==> config.mk <==
export PLATFORM = sky130hd
export DESIGN_NAME = digital_clock_core
export DESIGN_NICKNAME = d
export VERILOG_FILES = /design/src/rtl/clock_pkg.sv /design/src/rtl/seg_decode.sv /design/src/rtl/digital_clock_core.sv
export SDC_FILE = /design/constraint.sdc
export NUM_CORES = 1
export LEC_CHECK = 0
export CAP_MARGIN = 40
export CORE_AREA = 2 2 103 105
export DETAILED_ROUTE_END_ITERATION = 7
export DIE_AREA = 0 0 105 107
export PLACE_DENSITY_LB_ADDON = 0.3
export REMOVE_ABC_BUFFERS = 1
export SYNTH_ARGS = -nofsm -noshare
export SYNTH_HDL_FRONTEND = slang
export SYNTH_SLANG_ARGS = --single-unit
export TNS_END_PERCENT = 10
==> constraint.sdc <==
create_clock -name clk -period 5.45 [get_ports clk]
set_clock_uncertainty 0.2 [all_clocks]
set_input_delay 1.09 -clock clk [delete_from_list [all_inputs] [get_ports clk]]
set_output_delay 1.09 -clock clk [all_outputs]
set_load 0.005 [all_outputs]
==> src/rtl/clock_pkg.sv <==
// Shared constants and helpers for the digital clock core: digit limits,
// digit-select patterns, segment constants and 12-hour conversion.
package clock_pkg;

  localparam int NUM_DIGITS = 6;

  typedef logic [3:0] bcd_t;
  typedef bcd_t digits_t [NUM_DIGITS];

  // Digit positions in display order, followed by the two non-digit slots.
  typedef enum logic [2:0] {
    SLOT_H_TEN = 3'd0,
    SLOT_H_ONE = 3'd1,
    SLOT_M_TEN = 3'd2,
    SLOT_M_ONE = 3'd3,
    SLOT_S_TEN = 3'd4,
    SLOT_S_ONE = 3'd5,
    SLOT_PM    = 3'd6,
    SLOT_BLANK = 3'd7
  } slot_e;

  // Largest legal value per position, H_ten first.
  localparam bcd_t DIGIT_MAX [NUM_DIGITS] = '{4'd2, 4'd9, 4'd5, 4'd9, 4'd5, 4'd9};
  localparam bcd_t H_ONE_MAX_AT_20 = 4'd3;

  localparam logic [7:0] SEG_BLANK   = 8'h00;
  localparam logic [7:0] SEG_DP      = 8'h80;
  localparam logic [7:0] SEG_COM_OFF = 8'hFF;

  // Active-low digit selects per slot; slot 0 drives the leftmost digit (bit 7).
  localparam logic [7:0] COM_PATTERNS [8] = '{
    8'h7F, 8'hBF, 8'hDF, 8'hEF, 8'hF7, 8'hFB, 8'hFD, 8'hFE
  };

  // True when code is a legal entry for position pos, given the hours-tens
  // digit already entered.
  function automatic logic digit_ok(input logic [2:0] pos, input bcd_t code,
                                    input bcd_t h_ten);
    bcd_t limit;
    limit = DIGIT_MAX[pos];
    if (pos == SLOT_H_ONE && h_ten == 4'd2) limit = H_ONE_MAX_AT_20;
    return code <= limit;
  endfunction

  // 24-hour BCD hours to 12-hour BCD hours {ten, one}: 00 -> 12, 13..23 -> 01..11.
  function automatic logic [7:0] hours_12h(input bcd_t h_ten, input bcd_t h_one);
    logic [4:0] h;
    h = 5'(h_ten) * 5'd10 + 5'(h_one);
    if (h == 5'd0) begin
      h = 5'd12;
    end else if (h > 5'd12) begin
      h = h - 5'd12;
    end
    if (h >= 5'd10) return {4'd1, 4'(h - 5'd10)};
    return {4'd0, 4'(h)};
  endfunction

endpackage

==> src/rtl/seg_decode.sv <==
// BCD digit to seven-segment pattern, bit order {dp,g,f,e,d,c,b,a}, active-high.
// Codes above 9 decode to a dark digit.
module seg_decode
  import clock_pkg::*;
(
  input  logic [3:0] bcd,
  output logic [7:0] seg
);

  always_comb begin
    case (bcd)
      4'd0:    seg = 8'h3F;
      4'd1:    seg = 8'h06;
      4'd2:    seg = 8'h5B;
      4'd3:    seg = 8'h4F;
      4'd4:    seg = 8'h66;
      4'd5:    seg = 8'h6D;
      4'd6:    seg = 8'h7D;
      4'd7:    seg = 8'h07;
      4'd8:    seg = 8'h7F;
      4'd9:    seg = 8'h6F;
      default: seg = SEG_BLANK;
    endcase
  end

endmodule

==> src/rtl/digital_clock_core.sv <==
// Time-of-day clock with keypad time entry and a multiplexed 8-digit display.
// Time is kept as six BCD digits, 24-hour; 12-hour form exists only on the display.
module digital_clock_core
  import clock_pkg::*;
#(
  parameter int CLK_HZ   = 1000,
  parameter int SCAN_DIV = 1
) (
  input  logic        clk,
  input  logic        rst,
  input  logic        set_time,
  input  logic        mode_12h,
  input  logic        key_valid,
  input  logic [3:0]  key_code,
  output logic [23:0] time_bcd,
  output logic        pm,
  output logic        tick_1hz,
  output logic        entry_err,
  output logic [7:0]  seg_data,
  output logic [7:0]  seg_com
);

  localparam int PW = $clog2(CLK_HZ);
  localparam int BW = (CLK_HZ / 2 > 1) ? $clog2(CLK_HZ / 2) : 1;
  localparam int SW = (SCAN_DIV > 1) ? $clog2(SCAN_DIV) : 1;

  logic [PW-1:0] presc;
  digits_t       tm;
  digits_t       tm_inc;
  digits_t       buffer;
  digits_t       disp;
  logic [2:0]    idx;
  logic          set_prev;

  logic [BW-1:0] blink_cnt;
  logic          blink;
  logic [SW-1:0] scan_cnt;
  logic [2:0]    slot;

  logic          set_rise;
  logic          key_live;
  logic          key_digit;
  logic          key_good;
  logic [7:0]    h12;
  bcd_t          digit_sel;
  logic          blank_sel;
  logic [7:0]    seg_digit;
  logic [7:0]    seg_next;

  assign time_bcd = {tm[0], tm[1], tm[2], tm[3], tm[4], tm[5]};
  assign pm       = (tm[0] > 4'd1) || (tm[0] == 4'd1 && tm[1] >= 4'd2);

  // A key is only considered once set mode has been open for a full cycle;
  // the opening cycle itself is spent clearing the entry.
  assign set_rise  = set_time & ~set_prev;
  assign key_live  = set_time & set_prev & key_valid & (idx < 3'(NUM_DIGITS));
  assign key_digit = (key_code <= 4'd9);
  assign key_good  = digit_ok(idx, key_code, buffer[0]);

  // One-second increment with BCD carries; 23:59:59 wraps to 00:00:00.
  always_comb begin
    logic carry;
    // NOTE: every always_comb output gets a default first so no path leaves it unassigned (a latch).
    tm_inc = tm;
    carry  = 1'b1;
    for (int i = NUM_DIGITS - 1; i >= 2; i--) begin
      if (carry) begin
        if (tm[i] == DIGIT_MAX[i]) begin
          tm_inc[i] = '0;
        end else begin
          tm_inc[i] = tm[i] + 4'd1;
          carry     = 1'b0;
        end
      end
    end
    if (carry) begin
      if (tm[0] == 4'd2 && tm[1] == H_ONE_MAX_AT_20) begin
        tm_inc[0] = '0;
        tm_inc[1] = '0;
      end else if (tm[1] == DIGIT_MAX[1]) begin
        tm_inc[0] = tm[0] + 4'd1;
        tm_inc[1] = '0;
      end else begin
        tm_inc[1] = tm[1] + 4'd1;
      end
    end
  end

  // Timekeeping and keypad entry. set_time has priority over a prescaler wrap.
  always_ff @(posedge clk or posedge rst) begin
    if (rst) begin
      presc     <= '0;
      idx       <= '0;
      set_prev  <= 1'b0;
      tick_1hz  <= 1'b0;
      entry_err <= 1'b0;
      // NOTE: the entry buffer is a handful of flops that must read as zeros after reset, so it is reset like any other register.
      for (int i = 0; i < NUM_DIGITS; i++) begin
        tm[i]     <= '0;
        buffer[i] <= '0;
      end
    end else begin
      // NOTE: sequential state uses non-blocking assignment so every register samples pre-edge values.
      tick_1hz  <= 1'b0;
      entry_err <= 1'b0;
      set_prev  <= set_time;
      if (set_time) begin
        presc <= '0;
        if (set_rise) begin
          idx <= '0;
          for (int i = 0; i < NUM_DIGITS; i++) buffer[i] <= '0;
        end else if (key_live && key_digit) begin
          if (key_good) begin
            buffer[idx] <= key_code;
            idx         <= idx + 3'd1;
            if (idx == 3'(NUM_DIGITS - 1)) begin
              for (int i = 0; i < NUM_DIGITS - 1; i++) tm[i] <= buffer[i];
              tm[NUM_DIGITS-1] <= key_code;
            end
          end else begin
            entry_err <= 1'b1;
          end
        end
      end else if (presc == PW'(CLK_HZ - 1)) begin
        presc    <= '0;
        tm       <= tm_inc;
        tick_1hz <= 1'b1;
      end else begin
        presc <= presc + PW'(1);
      end
    end
  end

  assign h12 = hours_12h(tm[0], tm[1]);

  always_comb begin
    disp = tm;
    if (mode_12h) begin
      disp[0] = h12[7:4];
      disp[1] = h12[3:0];
    end
  end

  // During entry the buffer is shown up to idx; the digit at idx blinks and
  // everything to its right stays dark.
  always_comb begin
    digit_sel = '0;
    blank_sel = 1'b1;
    if (slot < SLOT_PM) begin
      if (set_time) begin
        digit_sel = buffer[slot];
        blank_sel = (slot > idx) || (slot == idx && !blink);
      end else begin
        digit_sel = disp[slot];
        blank_sel = 1'b0;
      end
    end
  end

  seg_decode u_seg_decode (
    .bcd (digit_sel),
    .seg (seg_digit)
  );

  always_comb begin
    seg_next = SEG_BLANK;
    if (slot == SLOT_PM) begin
      if (pm && mode_12h) seg_next = SEG_DP;
    end else if (!blank_sel) begin
      seg_next = seg_digit;
    end
  end

  // Scan sequencing, blink timebase and the registered display drive.
  always_ff @(posedge clk or posedge rst) begin
    if (rst) begin
      scan_cnt  <= '0;
      slot      <= SLOT_H_TEN;
      blink_cnt <= '0;
      blink     <= 1'b0;
      seg_data  <= SEG_BLANK;
      seg_com   <= SEG_COM_OFF;
    end else begin
      if (scan_cnt == SW'(SCAN_DIV - 1)) begin
        scan_cnt <= '0;
        slot     <= slot + 3'd1;
      end else begin
        scan_cnt <= scan_cnt + SW'(1);
      end
      if (blink_cnt == BW'(CLK_HZ / 2 - 1)) begin
        blink_cnt <= '0;
        blink     <= ~blink;
      end else begin
        blink_cnt <= blink_cnt + BW'(1);
      end
      seg_com  <= COM_PATTERNS[slot];
      seg_data <= seg_next;
    end
  end

endmodule
==> impl_metrics.csv <==
group,metric,value,unit
cts,numCtsBuffers,9,
sta,setup_violations,0,
logic_synthesis,postSynthCellCount,623,
die,die_area,0.01124,mm2
sta,tns,0,ns
setup_path,path_buf_inv,3,
cts,clock_latency,0.37,ns
routing,dr.pass1.iters,4,
die,pin_count,52,
setup_path,r2r_cells,18,
placed_design,routabilityCongestion,0.9248,
logic_synthesis,yosys_most_used_dff,"dfrtp_1",
global_route,grt_max_degree,38,
setup_path,worstPathMaxFanout,8,
routing,post-route-drc-count,0,
cts,cts-resized-gates,0,
global_route,overflow,0,
cts,postCtsHoldBufs,0,
layout,register_area,0.002337,mm2
global_route,grt_pass1_vias,4741,
pwr,peakVddDrop,0.1650,mV
placed_design,dpl.hpwl,10190,um
placed_design,placed_area,0.006440,mm2
sta,finalHoldViolCount,0,
status,status,"completed",
sta,fmax,0.2058,GHz
setup_path,r2r_end,"seg_data[6]",
worst_hold_path,hold_path_depth,1,
routing,ant_nets,0,
layout,areaGrowthSynthToFinish,14.87,%
global_route,groute.usage.overall,26.20,%
layout,multiInputGateArea,0.003214,mm2
worst_hold_path,hp-class,"reg -> reg",
pwr,power,1430,uW
setup_path,cp-end-kind,"flop",
setup_path,start_kind,"flop",
setup_path,crit_family,"compound AO/OA/AOI/OAI gates",
die,die_w,105,um
die,start_util,57.28,%
logic_synthesis,ys_warn_count,0,
sta,layout_min_cycle_time,4.860,ns
layout,nets,714,
die,die_h,107,um
setup_path,path_cells,"ha_1, ha_1, xor2_1, inv_1, ha_1, and2_1, nor3_1, o32a_2, ha_1, inv_1, a211o_2, o211ai_2, a311oi_1, o21ai_0, inv_1, ha_1, or4_1, o21ai_0",
setup_path,slowest_delay,0.53,ns
cts,clkSinkCount,93,
die,rows,37,
logic_synthesis,ys_ff_latch,93,
sta,tightest_slew,0.8757,ns
cts,max-clock-path-buffers,2,
cts,cts_tree,"yes",
routing,wl_per_cell,17.44,um
logic_synthesis,synth_cell_type_count,78,
worst_hold_path,worstHoldEndpoint,"presc[0]",
layout,drive_above_1_share,9.199,%
cts,root_buffer,"clkbuf_8",
cts,h-tree-depth,3,
cts,cts_setup_buffers,0,
setup_path,worst_ep_arrival_time,4.95,ns
setup_path,crit_top_cell,"ha_1",
sta,slew_headroom,41.62,%
sta,grt_setup_unrepaired,"false",
sta,finalMaxSlewViolations,0,
layout,final_cell_area,0.006640,mm2
placed_design,portBuffers,51,
layout,antennaDiodeCount,0,
job,drv_cap,0,
sta,finalCritPeriodShare,89.17,%
routing,drt-initial-drc-count,334,
setup_path,critical_path_class,"reg -> reg",
routing,routed_wirelength,14130,um
setup_path,reg2reg_from,"time_bcd[20]",
logic_synthesis,ys_seq_area_share,40.43,%
setup_path,r2r_slack,0.59,ns
routing,vias_per_cell,6.079,
logic_synthesis,syn_area,0.005781,mm2
logic_synthesis,async_flop_share,100.0,%
pwr,leakage,0.003068,uW
layout,nFillCells,818,
setup_path,crit_required,5.54,ns
cts,clk_pin_slew,0.09,ns
logic_synthesis,synth_edf_count,0,
worst_hold_path,min-delay-start,"presc[0]",
global_route,grt_pass1_wl,23500,um
die,core,0.01009,mm2
pwr,cellPowerDensity,215.3,mW/mm2
setup_path,cpMaxStageDelayCell,"or4_1",
routing,vias,4924,
sta,holdWs,0.2652,ns
logic_synthesis,syn_avg_cell_area,9.279,um2
global_route,grt_antenna_before_repair,0,
## layout by cell type (no fill, tap or decap), types with 6 or more instances in the layout
cell type / instances
xnor2_1: 9
nand2_1: 50
o211ai_1: 6
xor2_1: 7
or3_1: 10
nor2_1: 74
a21oi_1: 30
clkbuf_8: 11
nor3_1: 6
buf_4: 8
mux2i_1: 40
nand3_1: 20
o21ai_0: 47
a22oi_1: 7
dfstp_2: 8
clkdlybuf4s50_1: 50
inv_1: 28
nand4_1: 10
ha_1: 34
nand2b_1: 11
a31oi_1: 10
nor2b_1: 9
dfrtp_1: 85
## power by group
part           internal [uW]  leakage, uW  total (uW)  switching, uW
clock network            235    0.0000947         478            243
registers                709      0.00120         738           28.7
logic                   97.2      0.00177         214            117
## layer usage
metal | track usage [%] | up-vias | routed length, um
met2 | 41.56 | 173 | 6674
li1 | - | 2334 | -
met1 | 35.79 | 2385 | 6206
met3 | 4.377 | 32 | 830
met5 | 0 | - | 0
met4 | 11.05 | 0 | 414
## worst max-delay path by stage
| stage | startpoint | endpoint | depth (start not counted) |
|---|---|---|---|
| after CTS | time_bcd[20] | seg_data[6] | 18 |
| final | time_bcd[20] | seg_data[6] | 18 |
| after global placement | time_bcd[20] | seg_data[6] | 18 |
| after floorplan | time_bcd[20] | seg_data[6] | 18 |
| after global routing | time_bcd[20] | seg_data[6] | 18 |
| after detailed placement | time_bcd[20] | seg_data[6] | 18 |
## cell usage after synthesis, types with 3 or more instances
master / number / area, um2
ha_1: 34 / 425.4
clkbuf_1: 19 / 71.32
a21oi_1: 30 / 150.1
o21ai_0: 47 / 235.2
o22ai_1: 3 / 18.77
nand2b_1: 11 / 68.82
xor2_1: 7 / 61.31
nor2_1: 74 / 277.8
or3_1: 10 / 62.56
nor4_1: 3 / 18.77
o211ai_1: 6 / 45.04
o31a_1: 3 / 26.28
nor3_1: 6 / 30.03
a211oi_1: 5 / 37.54
nor2b_1: 9 / 56.30
o31ai_1: 3 / 22.52
a31oi_1: 10 / 62.56
and2_1: 5 / 31.28
dfstp_2: 8 / 210.2
nand3_1: 20 / 100.1
o21a_1: 3 / 22.52
inv_1: 29 / 108.9
o21ai_1: 3 / 15.01
nand4_1: 10 / 62.56
mux2i_1: 40 / 400.4
a22oi_1: 7 / 52.55
xnor2_1: 9 / 78.83
nand2_1: 50 / 187.7
dfrtp_1: 85 / 2127
mux2_2: 5 / 56.30
a21o_1: 5 / 37.54
mux4_2: 3 / 67.56
and3_1: 4 / 25.02
buf_2: 3 / 15.01
## final cells by class
type	instances	share of cell area, %
flip-flops and latches	93	35.20
clock inverters	3	0.6783
repair buffers	62	9.045
clock buffers	12	2.337
inverters	31	1.771
well taps	136	2.563
multi-input cells	473	48.41
## stage by stage
stage,utilization (%),worst slack (ns),cells
finish,65.79,0.5904,810
floorplan,-,1.107,597
global placement,63.46,0.9355,792
CTS,65.79,0.6207,810
detailed placement,63.81,0.6315,795
global route,65.79,0.2848,810
## flip-flops by register name, summed over array words and instances (netlist names)
signal / flops
buffer: 24
time_bcd: 24
presc: 10
blink_cnt: 9
seg_com: 8
seg_data: 8
idx: 3
slot: 3
blink: 1
entry_err: 1
set_prev: 1
tick_1hz: 1
## cells by family (layout without fill, tap and decap cells)
kind of cell               Yosys count  in the layout  share of synthesized area [%]
AOI/OAI and AO/OA                  152            152                          17.10
buffers and inverters               57            108                          3.961
muxes                               48             48                          9.069
DFF                                 93             93                          40.43
and+or+nand+nor                    221            221                          18.87
xor gates and xnor gates            17             17                          2.857
adders and majority gates           35             35                          7.706
## worst reg2reg max path: cells and delay by family, from the launching register on
kind / cells / cell delay [ns]
compound gates: 6 / 1.43
xor+xnor: 1 / 0.27
fa+ha+maj: 5 / 1.26
buf+inv: 3 / 0.35
flops: 1 / 0.49
simple gates: 3 / 0.80
(Power assumes the default switching activity.)
